`config.mk`:
```
export PLATFORM = sky130hd
export DESIGN_NAME = power_seq_ctrl
export DESIGN_NICKNAME = d
export VERILOG_FILES = /design/src/rtl/power_seq_ctrl.sv
export SDC_FILE = /design/constraint.sdc
export NUM_CORES = 1
export LEC_CHECK = 0
export CAP_MARGIN = 5
export CORE_MARGIN = 2
export CORE_UTILIZATION = 55
export CTS_CLUSTER_SIZE = 14
export DETAILED_ROUTE_END_ITERATION = 10
export MAX_ROUTING_LAYER = met4
export PLACE_DENSITY = 0.74
export SLEW_MARGIN = 20
export SYNTH_ARGS = -nofsm -noshare
export SYNTH_HDL_FRONTEND = slang
export SYNTH_SLANG_ARGS = --single-unit
```
`constraint.sdc`:
```
create_clock -name clk -period 2.4 [get_ports clk]
set_clock_uncertainty 0.15 [all_clocks]
set_input_delay 0.36 -clock clk [delete_from_list [all_inputs] [get_ports clk]]
set_output_delay 0.36 -clock clk [all_outputs]
set_load 0.005 [all_outputs]
```
`src/rtl/power_seq_ctrl.sv`:
```
// Multi-domain power sequencer: per-domain iso/retention/switch FSMs with single-domain in-rush grant.
// Optional macro PSW_ACK_EN adds a synchronised psw_ack handshake on PWR_UP/PWR_DN.
module power_seq_ctrl #(
  parameter int NUM_DOMAINS = 2,
  parameter int CNT_W       = 4,
  parameter int ISO_DLY     = 1,
  parameter int RET_DLY     = 1,
  parameter int PSW_DLY     = 2
) (
  input  logic                   clk,
  input  logic                   reset_n,
  input  logic [NUM_DOMAINS-1:0] mode,
  input  logic [NUM_DOMAINS-1:0] mode_req,
`ifdef PSW_ACK_EN
  input  logic [NUM_DOMAINS-1:0] psw_ack,
`endif
  output logic [NUM_DOMAINS-1:0] mode_ack,
  output logic [NUM_DOMAINS-1:0] iso_en,
  output logic [NUM_DOMAINS-1:0] ret_save,
  output logic [NUM_DOMAINS-1:0] ret_restore,
  output logic [NUM_DOMAINS-1:0] sw_disable,
  output logic [NUM_DOMAINS-1:0] busy
);

  typedef enum logic [3:0] {
    S_ON, S_ISO, S_SAVE, S_PWR_DN, S_OFF, S_PEND, S_PWR_UP, S_RESTORE, S_UNISO
  } state_t;

  // Counters load DLY-1 on entry so a phase lasts exactly DLY cycles.
  localparam logic [CNT_W-1:0] ISO_LD = CNT_W'(ISO_DLY - 1);
  localparam logic [CNT_W-1:0] RET_LD = CNT_W'(RET_DLY - 1);
  localparam logic [CNT_W-1:0] PSW_LD = CNT_W'(PSW_DLY - 1);

  state_t                 state_p0 [NUM_DOMAINS];
  state_t                 state_nxt[NUM_DOMAINS];
  logic [CNT_W-1:0]       cnt_p0   [NUM_DOMAINS];
  logic [CNT_W-1:0]       cnt_nxt  [NUM_DOMAINS];
  logic [NUM_DOMAINS-1:0] ack_evt_p0;
  logic [NUM_DOMAINS-1:0] ack_evt_nxt;
  logic [NUM_DOMAINS-1:0] grant;
  logic                   up_taken;
  logic [NUM_DOMAINS-1:0] psw_on_ok;
  logic [NUM_DOMAINS-1:0] psw_off_ok;

`ifdef PSW_ACK_EN
  logic [NUM_DOMAINS-1:0] psw_sync_p0;
  logic [NUM_DOMAINS-1:0] psw_sync_p1;

  // Stage p0/p1: two-flop synchroniser for the switch acknowledge
  always_ff @(posedge clk or negedge reset_n) begin
    if (!reset_n) begin
      psw_sync_p0 <= '0;
      psw_sync_p1 <= '0;
    end else begin
      psw_sync_p0 <= psw_ack;
      psw_sync_p1 <= psw_sync_p0;
    end
  end

  assign psw_on_ok  = psw_sync_p1;
  assign psw_off_ok = ~psw_sync_p1;
`else
  assign psw_on_ok  = '1;
  assign psw_off_ok = '1;
`endif

  // In-rush arbiter: grant the lowest-index PEND domain only when nobody is ramping.
  always_comb begin
    grant    = '0;
    up_taken = 1'b0;
    for (int i = 0; i < NUM_DOMAINS; i++)
      if (state_p0[i] == S_PWR_UP) up_taken = 1'b1;
    for (int i = 0; i < NUM_DOMAINS; i++)
      if (!up_taken && state_p0[i] == S_PEND) begin
        grant[i] = 1'b1;
        up_taken = 1'b1;
      end
  end

  always_comb begin
    ack_evt_nxt = '0;
    for (int i = 0; i < NUM_DOMAINS; i++) begin
      state_nxt[i] = state_p0[i];
      cnt_nxt[i]   = (cnt_p0[i] == '0) ? '0 : cnt_p0[i] - 1'b1;
      case (state_p0[i])
        S_ON:
          if (mode_req[i]) begin
            if (!mode[i]) begin
              state_nxt[i] = S_ISO;
              cnt_nxt[i]   = ISO_LD;
            end else begin
              ack_evt_nxt[i] = 1'b1;
            end
          end
        S_ISO:
          if (cnt_p0[i] == '0) begin
            state_nxt[i] = S_SAVE;
            cnt_nxt[i]   = RET_LD;
          end
        S_SAVE:
          if (cnt_p0[i] == '0) begin
            state_nxt[i] = S_PWR_DN;
            cnt_nxt[i]   = PSW_LD;
          end
        S_PWR_DN:
          if (cnt_p0[i] == '0 && psw_off_ok[i]) begin
            state_nxt[i]   = S_OFF;
            ack_evt_nxt[i] = 1'b1;
          end
        S_OFF:
          if (mode_req[i]) begin
            if (mode[i]) state_nxt[i] = S_PEND;
            else         ack_evt_nxt[i] = 1'b1;
          end
        S_PEND:
          if (grant[i]) begin
            state_nxt[i] = S_PWR_UP;
            cnt_nxt[i]   = PSW_LD;
          end
        S_PWR_UP:
          if (cnt_p0[i] == '0 && psw_on_ok[i]) begin
            state_nxt[i] = S_RESTORE;
            cnt_nxt[i]   = RET_LD;
          end
        S_RESTORE:
          if (cnt_p0[i] == '0) begin
            state_nxt[i] = S_UNISO;
            cnt_nxt[i]   = ISO_LD;
          end
        S_UNISO:
          if (cnt_p0[i] == '0) begin
            state_nxt[i]   = S_ON;
            ack_evt_nxt[i] = 1'b1;
          end
        default: state_nxt[i] = S_ON;
      endcase
    end
  end

  // Stage p0: per-domain state, phase counter and completion event
  always_ff @(posedge clk or negedge reset_n) begin
    if (!reset_n) begin
      for (int i = 0; i < NUM_DOMAINS; i++) begin
        state_p0[i] <= S_ON;
        cnt_p0[i]   <= '0;
      end
      ack_evt_p0 <= '0;
    end else begin
      for (int i = 0; i < NUM_DOMAINS; i++) begin
        state_p0[i] <= state_nxt[i];
        cnt_p0[i]   <= cnt_nxt[i];
      end
      ack_evt_p0 <= ack_evt_nxt;
    end
  end

  // Stage p1: registered output decode
  always_ff @(posedge clk or negedge reset_n) begin
    if (!reset_n) begin
      mode_ack    <= '0;
      iso_en      <= '0;
      ret_save    <= '0;
      ret_restore <= '0;
      sw_disable  <= '0;
      busy        <= '0;
    end else begin
      mode_ack <= ack_evt_p0;
      for (int i = 0; i < NUM_DOMAINS; i++) begin
        iso_en[i]      <= (state_p0[i] != S_ON);
        ret_save[i]    <= (state_p0[i] == S_SAVE);
        ret_restore[i] <= (state_p0[i] == S_RESTORE);
        sw_disable[i]  <= (state_p0[i] == S_PWR_DN) || (state_p0[i] == S_OFF) ||
                          (state_p0[i] == S_PEND);
        busy[i]        <= (state_p0[i] != S_ON) && (state_p0[i] != S_OFF);
      end
    end
  end

endmodule

```
==> results of run 1 <==
metal layers:
layer	global-route usage, %	vias to the layer above	part of all wire, %
met5	-	-	0
met4	7.79	0	1.3
met3	6.15	6	4.9
met2	35.8	40	46
met1	31.0	654	47
li1	-	660	-
how the worst min path moves through the flow:
stage	start	slack [ns]	to
3_5_place_dp	ack_evt_p0[0]	0.20	mode_ack[0]
2_1_floorplan	reset_n	-0.09	ack_evt_p0[0]
4_1_cts	ack_evt_p0[0]	0.22	mode_ack[0]
6_report	ack_evt_p0[0]	0.21	mode_ack[0]
5_1_grt	ack_evt_p0[1]	0.23	mode_ack[1]
3_3_place_gp	ack_evt_p0[0]	0.19	mode_ack[0]
power breakdown:
group | internal (mW) | switching (mW)
Sequential | 0.714 | 0.135
Clock | 0.142 | 0.177
Combinational | 0.631 | 0.718
Total | 1.49 | 1.03
layout make-up:
type	count	area share [%]
Multi-Input combinational cell	118	40.5
Inverter	12	2.33
Timing Repair Buffer	28	13.1
Clock inverter	1	0.259
Sequential cell	30	38.9
Clock buffer	7	2.85
Tap cell	31	2.01
stage by stage:
| step | instance area [um2] | setup slack [ns] |
|---|---|---|
| finish | 1930 | 0.282 |
| global route | 1930 | 0.154 |
| global placement | 1870 | 0.316 |
| floorplan | 1640 | 0.407 |
| CTS | 1930 | 0.299 |
| detailed placement | 1870 | 0.238 |
cell usage in the layout, fill, tap and decap left out, types with 4 or more instances in the layout:
cell / n
dfrtp_1: 30
nor2_1: 17
clkdlybuf4s50_1: 17
nor3_1: 13
inv_1: 11
buf_4: 11
o21ai_0: 10
nand2_1: 9
ha_1: 6
nand3_1: 5
clkbuf_4: 5
nand2b_1: 4
a31oi_1: 4
a21oi_1: 4
o31ai_1: 4
worst max-delay path: stages, from the launching register on:
cell     delay [ns]
dfrtp_1        0.39
nor2_1         0.29
nand2_1        0.13
nor2_1         0.12
ha_1           0.23
or3b_2         0.43
o31ai_1        0.08
nand2_1        0.08
o41ai_1        0.09
cells by family (layout without fill, tap and decap cells):
family,after synthesis,after routing
adder cells (fa/ha/maj),6,6
flip-flops,30,30
buffers and inverters,25,48
AND/OR/NAND/NOR,67,67
multiplexers,3,3
AO/OA/AOI/OAI,39,39
XOR/XNOR,3,3
==> results.md, run 1 <==
- Status: finished with violations
- Failing checks: DRC
- YS warnings: 0
- Async set-reset flop share out of synthesis: 100%
- Post-synth EDFFs: 0
- Pwr/cell area: between 1000 and 1500 nW/um2
- Tot Pwr: about 2.5 mW
- DRT Pass-1 Iters: 7
- RR Startpoint: state_p0[1]
- Flops & latches, synth: 30
- Total congestion overflow: 0
- Vias: roughly 1,400
- Input/output buffers: 17
- Setup TNS: 0 ns
- Worst slew margin: between 60% and 70%
- Final setup fails: 0
- DRC Markers: 2
- Antenna cells: 0
- Area Overhead vs Synth: 17.4%
- Vias in the first global route: about 1,300
- CTS-repair resized insts: 0
- Post-Layout Cell Count: 227
- Cell area after synthesis: ~1600 um2
- Final WL: between 3000 and 4000 um
- Placed cells: 219
- Fillcell total: approximately 230
- Post-layout nets: just over 200
- Cell variety after synth: between 40 and 50
- Crit end category: flop
- Crit path kind: reg2reg
- Fraction of layout cells with a size suffix above 1: 12.2%
- Routability cong.: between 0.8 and 0.9
- Area of the multi-input gates: approximately 780 um2
- Cell accounting for the most synthesized area: dfrtp_1
- Hpwl dp: 2320 um
- Largest net degree at the start of global routing: 31
- End point of the critical path: ack_evt_p0[1]
- Tmin final: approximately 2.1 ns
- Xor and xnor fraction of the mapped netlist area: 1.60%
- Die Wd: around 59 um
- Crit path from: state_p0[1]
- Post-synthesis mux area share: approximately 1.9%
- Gr usage total: between 20% and 30%
- Htree depth: 2
- Leakage power: around 0.86 nW
- Peak VDD IR: about 860 uV
- Largest family of logic cells by synthesized area: simple AND/OR/NAND/NOR gates
- Clock transition at the registers of the reported paths: ~0.1 ns
- Final ANT Viol Nets: 0
- RSZ-0062 raised after global routing: no
- Critical path startpoint category: flop
- Clk_lat worst skew: about 0.34 ns
- Initial drt markers: 60
- CTS Buf Count: 5
- Core Rows: 19
- Req. time, crit path: 2.45 ns
- CP Data Arrival Time: 2.17 ns
- Max Freq: ~0.47 GHz
- Post-CTS Setup Inserts: 0
- CP Max Fanout: 5
- Clock buffer depth: 2
- Endpoints failing hold: 0
- Commonest cells in the netlist: dfrtp_1, nor2_1, nor3_1
- Biggest regs: cnt_p0: 8 flops, state_p0: 8 flops
- Syn Nets: around 190
- WL per Instance: 14.6 um
- Setup slack, reg-to-reg: about 0.28 ns
- Hold path cells: 0
- Top-count cell post-synth: dfrtp_1
- Max-cap viol count: 0
- CTS tree: done
- Worst Hold Margin: roughly 0.21 ns
- Final max-slew violation count: 0
- Final period util: between 80% and 90%
- Synth Area in Compound Gates: about 18%
- Mapped Cells: approximately 170
- Register Area: around 750 um2
- CORE AREA: between 2000 and 3000 um2
- CTS hold repair buffers: 0
- First-pass GRT wire length: 5990 um
- Sequential fraction of the synthesis area: 45.7%
- CTS root buf: clkbuf_4
- Top-Level Pins: 18
- Reg2Reg Capture Point: ack_evt_p0[1]
- Synth top area cells: dfrtp_1, ha_1, nor3_1, nor2_1, o21ai_0
- Synthesized area per cell: around 9.5 um2
- Clk sink count: 30
- Die height: 58.7 um
- Yosys top cell area share: a little under half
- R2R depth: 8
- Worst Tran Pin Value: approximately 0.54 ns
- Starting density of the core: between 50% and 60%
- Hold Path Class: reg2reg
- Vias per cell: 5.99
- Full die area: about 3400 um2
- Initial antenna violation count: 0
- Final core area utilization: 68.8%
- Top_reg_cell synth: dfrtp_1
- Post-Synth Adder-Cell Area: between 4 and 5%
- Simple-gate share of the synthesized area: between 20% and 30%
(Power assumes the default switching activity.)
==> run 2, diff against run 1 <==
--- a/config.mk
+++ b/config.mk
@@ -7,11 +7,12 @@
 export LEC_CHECK = 0
 export CAP_MARGIN = 5
 export CORE_MARGIN = 2
-export CORE_UTILIZATION = 55
+export CORE_UTILIZATION = 58
+export CTS_BUF_LIST = sky130_fd_sc_hd__clkbuf_2
 export CTS_CLUSTER_SIZE = 14
 export DETAILED_ROUTE_END_ITERATION = 10
 export MAX_ROUTING_LAYER = met4
-export PLACE_DENSITY = 0.74
+export PLACE_DENSITY = 0.78
 export SLEW_MARGIN = 20
 export SYNTH_ARGS = -nofsm -noshare
 export SYNTH_HDL_FRONTEND = slang
==> results.md, run 2 (synthesis gave the netlist of run 1 again) <==
- Status: completed
- Crit-path cells: nor2_1 -> nand2_1 -> nor2_1 -> ha_1 -> or3b_2 -> o31ai_1 -> nand2_1 -> o41ai_1
- Worst slew margin: 65.5% (+1.9 points)
- Initial drt markers: 58 (-3.3%)
- RSZ-0062 raised after global routing: no
- Tmin final: 2.11 ns (-0.00826 ns)
- Endpoints failing hold: 0 (unchanged)
- Crit path kind: reg2reg
- Antenna cells: 0 (unchanged)
- Hold Path Class: in2async
- Peak VDD IR: 930 uV (+8.1%)
- Routability cong.: 0.880 (+4.9%)
- Starting density of the core: 60.1% (+1.5 points)
- CTS hold repair buffers: 0 (unchanged)
- Input/output buffers: 17 (unchanged)
- Die Wd: 57.2 um (-2.4%)
- Total congestion overflow: 0 (unchanged)
- Final setup fails: 0 (unchanged)
- WL per Instance: 14.4 um (-1.4%)
- Gr usage total: 23.2% (-0.32 points)
- Crit path from: state_p0[1]
- Top-Level Pins: 18 (unchanged)
- DRT Pass-1 Iters: 5 (-2)
- Final instance area: 1920 um2 (-0.71%)
- Leakage power: 0.863 nW (about the same)
- DRC Markers: 0 (-2)
- Post-Layout Cell Count: 228 (+0.44%)
- Full die area: 3280 um2 (-4.8%)
- Vias: 1,365 (+0.37%)
- Final worst setup slack: 0.290 ns (+0.00826 ns)
- Commonest non-fill, non-tap cell in the layout: dfrtp_1
- Biggest regs: cnt_p0: 8 flops, state_p0: 8 flops
- Clock transition at the registers of the reported paths: 0.16 ns (+0.06 ns)
- Core Rows: 19 (unchanged)
- Setup TNS: 0 ns (unchanged)
- Req. time, crit path: 2.49 ns (+0.04 ns)
- Pwr/cell area: 1280 nW/um2 (-2.1%)
- Largest net degree at the start of global routing: 31 (unchanged)
- Max Freq: 0.474 GHz (+0.39%)
- CTS tree: done
- Die height: 57.2 um (-2.4%)
- RR Startpoint: state_p0[1]
- CORE AREA: 2730 um2 (-2.5%)
- Clk_lat worst skew: 0.36 ns (+0.02 ns)
- Final ANT Viol Nets: 0 (unchanged)
- Clock buffer depth: 2 (unchanged)
- Placed Area: 1880 um2 (+0.40%)
- CP Data Arrival Time: 2.20 ns (+0.03 ns)
- Worst Tran Pin Value: 0.516 ns (-0.0280 ns)
- Area Overhead vs Synth: 16.5%
- Most frequent cells in the layout: dfrtp_1, nor2_1, clkdlybuf4s50_1
- Placed cells: 220 (+0.46%)
- Worst slack, placed: 0.237 ns (-0.00144 ns)
- Vias per cell: 5.99 (about the same)
- Critical path startpoint category: flop
- Clk sink count: 30 (unchanged)
- Htree depth: 2 (unchanged)
- Fraction of layout cells with a size suffix above 1: 12.7% (+0.45 points)
- Tot Pwr: 2.45 mW (-2.8%)
- Final max-slew violation count: 0 (unchanged)
- CTS-repair resized insts: 0 (unchanged)
- CTS root buf: clkbuf_2
- Fillcell total: 227 (-2.6%)
- Hpwl dp: 2390 um (+3.0%)
- Max-cap viol count: 0 (unchanged)
- First-pass GRT wire length: 5690 um (-5.1%)
- Post-layout nets: 208 (+0.48%)
- Vias in the first global route: 1,312 (-2.7%)
- CP Max Fanout: 5 (unchanged)
- Final WL: 3280 um (-1.0%)
- Critical-path top delay cell: or3b_2
- Final period util: 87.9% (-0.34 points)
- Post-CTS Setup Inserts: 0 (unchanged)
- Max stage delay on crit path: 0.43 ns (about the same)
- Crit end category: flop
- CTS Buf Count: 5 (unchanged)
- Initial antenna violation count: 0 (unchanged)
## run 2: layer usage
metal	track usage, %	share of wire (%)	up-vias
li1	-	-	656
met1	29.1	43	651
met2	36.1	49	51
met3	4.99	6.3	7
met4	10.6	1.9	0
met5	-	0	-
## run 2: report_power, final
part,internal (mW),switching [mW]
logic,0.640,0.739
clock network,0.0716,0.166
registers,0.713,0.115
## run 2: through the flow
stage | hold slack [ns] | util, %
after floorplan | -0.0856 | -
after global placement | 0.188 | 68.6
after detailed placement | 0.196 | 68.6
after CTS | 0.209 | 70.1
after global routing | 0.225 | 70.1
final | 0.216 | 70.1
## run 2: final timing paths
kind	endpoint	slack, ns	cells after the start
worst max-delay path	ack_evt_p0[1]	0.29	8
worst max register to register	ack_evt_p0[1]	0.29	8
max in group asynchronous	sw_disable[0]	1.60	2
worst min-delay path	state_p0[7]	0.22	2
min in group clk	mode_ack[0]	0.23	0
worst min register to register	mode_ack[0]	0.23	0
## run 2: layout make-up
class	count	area [um2]	area share [%]
clock inverter	2	8.76	0.457
multi-input combinational	118	782	40.8
sequential	30	751	39.2
inverter	12	45.0	2.35
clock buffer	6	30.0	1.57
tap	31	38.8	2.02
timing repair buffer	29	260	13.6
## run 2: worst max-delay path: cells and delay by family (launching register included)
kind | cells | cell delay (ns)
compound gates | 2 | 0.17
fa+ha+maj | 1 | 0.23
flops | 1 | 0.40
simple gates | 5 | 1.05
==> run 3, diff against run 2 <==
--- a/config.mk
+++ b/config.mk
@@ -7,12 +7,13 @@
 export LEC_CHECK = 0
 export CAP_MARGIN = 5
 export CORE_MARGIN = 2
-export CORE_UTILIZATION = 58
+export CORE_UTILIZATION = 65
 export CTS_BUF_LIST = sky130_fd_sc_hd__clkbuf_2
 export CTS_CLUSTER_SIZE = 14
 export DETAILED_ROUTE_END_ITERATION = 10
+export DONT_BUFFER_PORTS = 1
 export MAX_ROUTING_LAYER = met4
-export PLACE_DENSITY = 0.78
+export PLACE_DENSITY = 0.77
 export SLEW_MARGIN = 20
 export SYNTH_ARGS = -nofsm -noshare
 export SYNTH_HDL_FRONTEND = slang
==> results.md, run 3 (synthesis gave the netlist of run 1 again) <==
- Status: completed
- First-pass GRT wire length: 5640 um (-0.84%)
- Tmin final: 2.15 ns (+0.0424 ns)
- Area Overhead vs Synth: 7.15%
- Biggest regs: cnt_p0: 8 flops, state_p0: 8 flops
- Pwr/cell area: 1320 nW/um2 (+3.1%)
- Total congestion overflow: 0 (unchanged)
- Max-cap viol count: 0 (unchanged)
- Largest net degree at the start of global routing: 31 (unchanged)
- Worst slack, placed: 0.205 ns (-0.0321 ns)
- R2R depth: 8 (unchanged)
- Worst slew margin: 67.1% (+1.6 points)
- CP Data Arrival Time: 2.27 ns (+0.07 ns)
- Register Area: 751 um2 (unchanged)
- Hold path cells: 3
- CP Max Fanout: 11 (+6)
- RSZ-0062 raised after global routing: no
- CTS tree: done
- Hold Crit Endpoint: cnt_p0[4]
- DRC Markers: 0 (unchanged)
- Post-layout nets: 191 (-8.2%)
- Max Freq: 0.465 GHz (-2.0%)
- Setup slack, reg-to-reg: 0.25 ns (-0.04 ns)
- Crit path kind: reg2reg
- Full die area: 2950 um2 (-10%)
- Fillcell total: 185 (-19%)
- Vias in the first global route: 1,251 (-4.6%)
- Antenna cells: 0 (unchanged)
- Worst Tran Pin Value: 0.493 ns (-0.0237 ns)
- Hpwl dp: 2340 um (-2.1%)
- Commonest non-fill, non-tap cell in the layout: dfrtp_1
- Hold Path Class: in2reg
- Leakage power: 0.802 nW (-7.1%)
- Final WL: 3400 um (+3.5%)
- Setup TNS: 0 ns (unchanged)
- Input/output buffers: 0 (-17)
- Reg2Reg Capture Point: ack_evt_p0[1]
- Gr usage total: 28.0% (+4.7 points)
- Routability cong.: 0.887 (+0.73%)
- CTS Buf Count: 5 (unchanged)
- Vias per cell: 6.20 (+3.6%)
- Post-CTS Setup Inserts: 0 (unchanged)
- Tot Pwr: 2.32 mW (-5.2%)
- Fraction of layout cells with a size suffix above 1: 13.9% (+1.2 points)
- Endpoints failing hold: 0 (unchanged)
- Critical path startpoint category: flop
- Starting density of the core: 67.6% (+7.5 points)
- Hold wc startpoint: mode_req[0]
- Final period util: 89.7% (+1.8 points)
- Die Wd: 54.3 um (-5.2%)
- Clock buffer depth: 2 (unchanged)
- Final max-slew violation count: 0 (unchanged)
- RR Startpoint: state_p0[1]
- Vias: 1,303 (-4.5%)
- Clk_lat worst skew: 0.36 ns (about the same)
- Placed Area: 1690 um2 (-9.9%)
- Final core area utilization: 72.4% (+2.4 points)
- CORE AREA: 2430 um2 (-11%)
- Most frequent cells in the layout: dfrtp_1, nor2_1, nor3_1
- Core Rows: 18 (-1)
- Clock transition at the registers of the reported paths: 0.15 ns (about the same)
- Initial antenna violation count: 0 (unchanged)
- Req. time, crit path: 2.52 ns (+0.03 ns)
- DRT Pass-1 Iters: 4 (-1)
- CTS root buf: clkbuf_2
- Final ANT Viol Nets: 0 (unchanged)
- Final setup fails: 0 (unchanged)
- Clk sink count: 30 (unchanged)
- Final worst setup slack: 0.248 ns (-0.0424 ns)
- Initial drt markers: 31 (-47%)
- Die height: 54.3 um (-5.2%)
- Peak VDD IR: 843 uV (-9.4%)
- WL per Instance: 16.2 um (+12%)
- Top-Level Pins: 18 (unchanged)
- Crit end category: flop
- Final instance area: 1760 um2 (-8.0%)
- Area of the multi-input gates: 785 um2 (+0.32%)
- Htree depth: 2 (unchanged)
-- run 3: per-layer routing --
| layer | wire length, um | up-vias | share of wire [%] | GRT usage [%] |
|---|---|---|---|---|
| li1 | - | 623 | - | - |
| met1 | 1470 | 630 | 43 | 33.7 |
| met2 | 1710 | 46 | 50 | 44.8 |
| met3 | 186 | 4 | 5.5 | 7.65 |
| met4 | 29 | 0 | 0.85 | 10.8 |
| met5 | 0 | - | 0 | - |
-- run 3: area by class of cell --
| cell class | count | share of cell area [%] |
|---|---|---|
| tap | 30 | 2.13 |
| timing repair buffer | 12 | 5.97 |
| sequential | 30 | 42.6 |
| multi-input combinational | 118 | 44.5 |
| inverter | 12 | 2.56 |
| clock inverter | 2 | 0.497 |
| clock buffer | 6 | 1.70 |
-- run 3: worst max-delay path by stage --
| stage | startpoint | to | slack (ns) |
|---|---|---|---|
| after floorplan | state_p0[1] | ack_evt_p0[1] | 0.41 |
| after global placement | state_p0[1] | ack_evt_p0[1] | 0.37 |
| after detailed placement | state_p0[1] | ack_evt_p0[1] | 0.20 |
| after CTS | state_p0[1] | ack_evt_p0[1] | 0.17 |
| after global routing | state_p0[1] | ack_evt_p0[1] | 0.07 |
| final | state_p0[1] | ack_evt_p0[1] | 0.25 |
-- run 3: repair_timing --
action,CTS,global route
hold buffers,2,0
resized for setup,0,1
hold endpoints to repair,30,0
setup endpoints to repair,0,1
-- run 3: where the power goes --
group | switching [mW] | internal, mW
sequential | 0.184 | 0.713
combinational | 0.669 | 0.506
clock | 0.175 | 0.0716
-- run 3: worst max-delay path, stage by stage, from the launching register on --
cell and delay (ns):
dfrtp_1 0.53, nor2_2 0.26, nand2_1 0.11, nor2_1 0.12, ha_1 0.23, or3b_2 0.44
o31ai_1 0.09, nand2_1 0.08, o41ai_1 0.06
-- run 3: metrics by stage --
step                hold WS (ns)  std cells
global placement         -0.0850        200
floorplan                -0.0856        173
finish                     0.125        210
global route               0.103        210
CTS                        0.116        210
detailed placement       -0.0850        200
